`config.mk`:
```
export PLATFORM = sky130hd
export DESIGN_NAME = oled_text_console
export DESIGN_NICKNAME = d
export VERILOG_FILES = /design/src/rtl/oled_text_console.sv
export SDC_FILE = /design/constraint.sdc
export NUM_CORES = 2
export LEC_CHECK = 0
export CAP_MARGIN = 10
export CORE_ASPECT_RATIO = 0.5
export CORE_MARGIN = 2
export CORE_UTILIZATION = 34
export CTS_BUF_LIST = sky130_fd_sc_hd__clkbuf_16
export CTS_CLUSTER_DIAMETER = 120
export DETAILED_ROUTE_END_ITERATION = 6
export GPL_ROUTABILITY_DRIVEN = 0
export PLACE_DENSITY_LB_ADDON = 0.05
export SETUP_SLACK_MARGIN = 0.5
export SYNTH_ARGS = -nofsm -noshare
export SYNTH_HDL_FRONTEND = slang
export SYNTH_SLANG_ARGS = --single-unit
```
`constraint.sdc`:
```
create_clock -name i_CLK -period 11.45 [get_ports i_CLK]
set_input_delay 1.145 -clock i_CLK [delete_from_list [all_inputs] [get_ports i_CLK]]
set_output_delay 1.145 -clock i_CLK [all_outputs]
set_load 0.02 [all_outputs]
```
`src/rtl/oled_text_console.sv`:
```
// Character-cell text buffer feeding the OLED ASCII input: cursor handling for
// printables, CR, LF and BS, end-of-screen wrap or one-row scroll, and redraw pulses.
module oled_text_console #(
    parameter int NUM_ASCII_COL = 12,
    parameter int NUM_ASCII_ROW = 8,
    parameter int CHAR_BITS     = 8
) (
    input  logic                                              i_CLK,
    input  logic                                              i_RST_N,
    input  logic                                              i_VALID,
    input  logic [CHAR_BITS-1:0]                              i_CHAR,
    output logic                                              o_READY,
    input  logic                                              i_CLEAR,
    input  logic                                              i_SCROLL_EN,
    input  logic                                              i_OLED_READY,
    output logic                                              o_START,
    output logic [NUM_ASCII_COL*NUM_ASCII_ROW*CHAR_BITS-1:0]  o_ASCII,
    output logic [$clog2(NUM_ASCII_COL)-1:0]                  o_CURSOR_COL,
    output logic [$clog2(NUM_ASCII_ROW)-1:0]                  o_CURSOR_ROW
);
    localparam int N     = NUM_ASCII_COL * NUM_ASCII_ROW;
    localparam int COL_W = $clog2(NUM_ASCII_COL);
    localparam int ROW_W = $clog2(NUM_ASCII_ROW);

    localparam logic [COL_W-1:0]     LAST_COL = COL_W'(NUM_ASCII_COL - 1);
    localparam logic [ROW_W-1:0]     LAST_ROW = ROW_W'(NUM_ASCII_ROW - 1);
    localparam logic [CHAR_BITS-1:0] C_SPACE  = CHAR_BITS'(8'h20);
    localparam logic [CHAR_BITS-1:0] C_TILDE  = CHAR_BITS'(8'h7E);
    localparam logic [CHAR_BITS-1:0] C_LF     = CHAR_BITS'(8'h0A);
    localparam logic [CHAR_BITS-1:0] C_CR     = CHAR_BITS'(8'h0D);
    localparam logic [CHAR_BITS-1:0] C_BS     = CHAR_BITS'(8'h08);

    typedef logic [NUM_ASCII_COL-1:0][CHAR_BITS-1:0] row_t;
    typedef enum logic [1:0] {S_IDLE, S_SCROLL, S_CLEAR} state_t;

    localparam row_t BLANK_ROW = {NUM_ASCII_COL{C_SPACE}};

    state_t               state_q, state_d;
    row_t                 cells_q [NUM_ASCII_ROW];
    logic [ROW_W-1:0]     k_q, k_d;
    logic [ROW_W-1:0]     row_q, row_d, wr_row;
    logic [COL_W-1:0]     col_q, col_d, wr_col;
    logic [CHAR_BITS-1:0] wr_data;
    logic                 wr_en, set_dirty, newline;
    logic                 dirty_q, ready_q;
    logic                 start;

    assign start        = dirty_q && i_OLED_READY && (state_q == S_IDLE);
    assign o_START      = start;
    assign o_READY      = ready_q;
    assign o_CURSOR_COL = col_q;
    assign o_CURSOR_ROW = row_q;

    always_comb begin
        state_d   = state_q;
        k_d       = k_q;
        row_d     = row_q;
        col_d     = col_q;
        wr_en     = 1'b0;
        wr_row    = row_q;
        wr_col    = col_q;
        wr_data   = i_CHAR;
        set_dirty = 1'b0;
        newline   = 1'b0;
        case (state_q)
            S_IDLE: begin
                // clear has priority; a coincident character is consumed and dropped
                if (i_CLEAR) begin
                    state_d = S_CLEAR;
                    k_d     = '0;
                    row_d   = '0;
                    col_d   = '0;
                end else if (i_VALID) begin
                    if (i_CHAR >= C_SPACE && i_CHAR <= C_TILDE) begin
                        wr_en     = 1'b1;
                        set_dirty = 1'b1;
                        if (col_q == LAST_COL) newline = 1'b1;
                        else                   col_d   = col_q + 1'b1;
                    end else if (i_CHAR == C_LF) begin
                        newline = 1'b1;
                    end else if (i_CHAR == C_CR) begin
                        col_d = '0;
                    end else if (i_CHAR == C_BS) begin
                        if (col_q != '0) begin
                            col_d     = col_q - 1'b1;
                            wr_col    = col_q - 1'b1;
                            wr_en     = 1'b1;
                            wr_data   = C_SPACE;
                            set_dirty = 1'b1;
                        end else if (row_q != '0) begin
                            row_d     = row_q - 1'b1;
                            col_d     = LAST_COL;
                            wr_row    = row_q - 1'b1;
                            wr_col    = LAST_COL;
                            wr_en     = 1'b1;
                            wr_data   = C_SPACE;
                            set_dirty = 1'b1;
                        end
                    end
                    if (newline) begin
                        col_d = '0;
                        if (row_q == LAST_ROW) begin
                            if (i_SCROLL_EN) begin
                                state_d = S_SCROLL;
                                k_d     = '0;
                                row_d   = LAST_ROW;
                            end else begin
                                row_d = '0;
                            end
                        end else begin
                            row_d = row_q + 1'b1;
                        end
                    end
                end
            end
            S_SCROLL, S_CLEAR: begin
                k_d = k_q + 1'b1;
                if (k_q == LAST_ROW) begin
                    state_d   = S_IDLE;
                    k_d       = '0;
                    set_dirty = 1'b1;
                end
            end
            default: state_d = S_IDLE;
        endcase
    end

    always_ff @(posedge i_CLK or negedge i_RST_N) begin
        if (!i_RST_N) begin
            state_q <= S_IDLE;
            k_q     <= '0;
            row_q   <= '0;
            col_q   <= '0;
            ready_q <= 1'b1;
            dirty_q <= 1'b0;
        end else begin
            state_q <= state_d;
            k_q     <= k_d;
            row_q   <= row_d;
            col_q   <= col_d;
            ready_q <= (state_d == S_IDLE);
            // a write landing on the redraw edge keeps dirty set
            dirty_q <= set_dirty | (dirty_q & ~start);
        end
    end

    always_ff @(posedge i_CLK or negedge i_RST_N) begin
        if (!i_RST_N) begin
            for (int r = 0; r < NUM_ASCII_ROW; r++) cells_q[r] <= BLANK_ROW;
        end else begin
            case (state_q)
                S_IDLE:   if (wr_en) cells_q[wr_row][wr_col] <= wr_data;
                S_SCROLL: begin
                    if (k_q == LAST_ROW) cells_q[k_q] <= BLANK_ROW;
                    else                 cells_q[k_q] <= cells_q[k_q + 1'b1];
                end
                S_CLEAR:  cells_q[k_q] <= BLANK_ROW;
                default:  ;
            endcase
        end
    end

    for (genvar r = 0; r < NUM_ASCII_ROW; r++) begin : g_row
        for (genvar c = 0; c < NUM_ASCII_COL; c++) begin : g_col
            assign o_ASCII[(N-1-(r*NUM_ASCII_COL+c))*CHAR_BITS +: CHAR_BITS] = cells_q[r][c];
        end
    end
endmodule

```
==> impl_metrics.py <==
metrics = {
    "sta": {
        "finalCritPeriodShare_pct": 47.4,
        "slew_headroom_pct": 11.1,
        "drv_slew": 0,
        "period_needed_ns": 5.43,
        "hold_violations": 0,
        "worst_slew_pin_slew_ns": 1.33,
        "rsz0062_at_grt": "false",
        "finalClockSkew_ns": 0.0405,
        "setup_tns_ns": 0,
        "fmax_mhz": 184,
        "setup_viol": 0,
        "setup_ws_ns": 6.02,
    },
    "synth": {
        "netlist_area_sq_mm": 0.0441,
        "synthCells": 4026,
        "synthFlopType": "dfrtp_1",
        "syn_avg_cell_area_sq_um": 11.0,
        "synth_xor_area_share_pct": 0.0596,
        "synth_simple_gate_area_share_pct": 6.69,
        "synth.mux.area_fraction_pct": 12.3,
        "yosys.area.top_type": "dfrtp_1",
        "synth_seq_cells": 782,
        "yosysSeqAreaShare_pct": 44.6,
        "syn_nets": 4052,
        "synth.area.top_cells": "dfrtp_1, mux4_2, o2bb2ai_1",
        "synth_top_family_by_area": "compound AO/OA/AOI/OAI gates",
        "synth_compound_area_share_pct": 32.5,
        "synth_top_area_share_pct": 38.8,
        "synth_fa_ha_area_share_pct": 0.340,
        "synth_cell_type_count": 89,
        "synthArstFlopShare_pct": 100,
        "ys_warn_count": 0,
        "synth_edf_count": 0,
    },
    "placement": {
        "dp_hpwl_um": 178000,
        "dpl_worst_slack_ns": 5.47,
        "io_buffers": 790,
    },
    "route": {
        "vias": 44300,
        "wl_per_cell_um": 38.6,
        "dr.pass1.iters": 6,
        "drc": 0,
        "via_per_inst": 6.86,
        "drt_first_iter_violations": 5898,
        "ant_nets": 0,
        "wl_um": 250000,
    },
    "run": {
        "drv_cap": 0,
    },
    "clock_network": {
        "ctsResizeCount": 0,
        "path_clk_slew_ns": 0.06,
        "post_cts_buffers": 0,
        "cts_sinks": 782,
        "insertion_delay_ns": 0.72,
        "tritoncts": "yes",
        "cts_inserted_buffers": 81,
        "cts_buffer_depth": 3,
        "postCtsHoldBufs": 0,
        "htree_levels": 3,
        "cts_root_buf": "clkbuf_16",
    },
    "floorplanning": {
        "start_util_pct": 34.3,
        "ios": 791,
        "dieArea_sq_mm": 0.133,
        "core_sq_mm": 0.129,
        "die_h_um": 259,
        "rows": 93,
        "die_x_um": 513,
    },
    "finish": {
        "seqCellArea_sq_mm": 0.0197,
        "drive_gt1_share_pct": 15.7,
        "fillers": 12200,
        "nets": 4712,
        "multi_input_area_sq_mm": 0.0231,
        "area_growth_pct": 28.3,
    },
    "grt": {
        "grt_pass1_vias": 42500,
        "grt_max_degree": 169,
        "grtUsageTotal_pct": 36.3,
        "grt_overflow": 0,
        "antenna_found_initial": 6,
        "grt_pass1_wl_um": 346000,
    },
    "setup_path": {
        "regToRegStartpoint": "o_CURSOR_COL[0]$_DFFE_PN0P_",
        "cp-end-kind": "flip-flop",
        "cp-start-kind": "primary input",
        "r2r_setup_slack_ns": 6.12,
        "criticalPathCategory": "in2reg",
        "r2r_cells": 10,
        "cp_max_fo": 25,
        "cp.required_ns": 12.00,
        "critical_path_arrival_ns": 5.97,
    },
    "pwr": {
        "swShare_pct": 49.7,
        "p_sw_w": 0.00662,
        "irDropWorstVdd_v": 0.000204,
        "pwr-share-clk_pct": 20.5,
        "combPwrFrac_pct": 51.2,
        "power_density_mw_per_mm2": 235,
        "power.internal_w": 0.00669,
        "power.leakage_nw": 20.9,
        "power_frac_seq_pct": 28.3,
    },
    "min_path": {
        "hp-class": "in2async",
    },
    "run_status": {
        "outcome": "complete, no violations",
    },
}
## power by group through the flow
stage          clock network [W]  registers [W]  logic, W
2_1_floorplan                  0        0.00384   0.00339
3_3_place_gp                   0        0.00380   0.00653
3_5_place_dp                   0        0.00380   0.00659
4_1_cts                  0.00273        0.00375   0.00660
5_1_grt                  0.00284        0.00378   0.00702
6_report                 0.00272        0.00377   0.00682
## worst max-delay path by stage
stage / startpoint / end / depth (start not counted)
after floorplan: i_CHAR[2] / flip-flop / 9
after global placement: i_CHAR[2] / flip-flop / 9
after detailed placement: i_CHAR[2] / flip-flop / 9
after CTS: i_CHAR[2] / flip-flop / 9
after global routing: i_CHAR[2] / flip-flop / 9
final: i_CHAR[1] / flip-flop / 10
## worst max-delay path, cell delays in order
cell and delay (ns):
clkdlybuf4s50_1 0.69, and3b_1 0.25, o211ai_1 0.31, nand3_2 0.38
or4_1 1.06, a21oi_4 0.54, buf_4 0.53, a21oi_2 0.37
a21o_1 0.43, o2bb2ai_1 0.20
## area by class of cell
cell class,instances,share of cell area [%]
Sequential cell,782,34.8
Multi-Input combinational cell,2858,40.9
Antenna cell,3,0.0133
Clock inverter,65,0.763
Inverter,42,0.279
Clock buffer,84,3.71
Timing Repair Buffer,921,15.8
Tap cell,1710,3.78
## synthesized netlist by cell type, drive strengths merged (97+ instances only)
cell / number
dfrtp: 685
o2bb2ai: 408
a22oi: 379
a21oi: 313
clkbuf: 251
nand2: 243
a22o: 242
o21ai: 242
o22ai: 211
mux4: 192
nor2: 154
dfstp: 97
## layout by cell type (no fill, tap or decap), types with 34 or more instances in the layout
| master | instances |
|---|---|
| o21ai_1 | 68 |
| a22o_1 | 242 |
| clkdlybuf4s50_1 | 789 |
| mux2i_1 | 40 |
| o21ai_0 | 145 |
| dfrtp_1 | 684 |
| inv_1 | 62 |
| a22oi_1 | 379 |
| mux2_2 | 58 |
| dfstp_2 | 97 |
| nand2_1 | 237 |
| o21a_1 | 34 |
| mux4_2 | 192 |
| a21oi_1 | 299 |
| o2bb2ai_1 | 408 |
| clkbuf_16 | 84 |
| buf_4 | 127 |
| o22ai_1 | 211 |
| nor2_1 | 126 |
## layer usage
metal	track usage [%]	vias up	part of all wire [%]	wire (um)
met5	0	-	0.016	41
met4	15.5	6	4.9	12300
met3	12.2	592	12	29500
met2	54.9	3094	44	110000
met1	47.5	23100	39	97800
li1	-	17500	-	-
## logic make-up after synthesis
| family | Yosys count |
|---|---|
| simple gates | 579 |
| flops | 782 |
| compound gates | 1971 |
| buf+inv | 386 |
| mux | 293 |
| xor+xnor | 3 |
| fa+ha+maj | 12 |
## per-stage QoR
| step | instance area [sq um] | util, % | power (W) | hold WS, ns | instances |
|---|---|---|---|---|---|
| after floorplan | 44100 | - | 0.00724 | 0.441 | 4026 |
| after global placement | 54000 | 42.0 | 0.0103 | 0.471 | 6311 |
| after detailed placement | 54000 | 42.0 | 0.0104 | 0.478 | 6311 |
| after CTS | 56600 | 44.0 | 0.0131 | 0.454 | 6460 |
| after global routing | 56600 | 44.0 | 0.0136 | 0.482 | 6462 |
| final | 56600 | 44.0 | 0.0133 | 0.440 | 6465 |
Note: power is estimated with default switching activity, not from simulation.
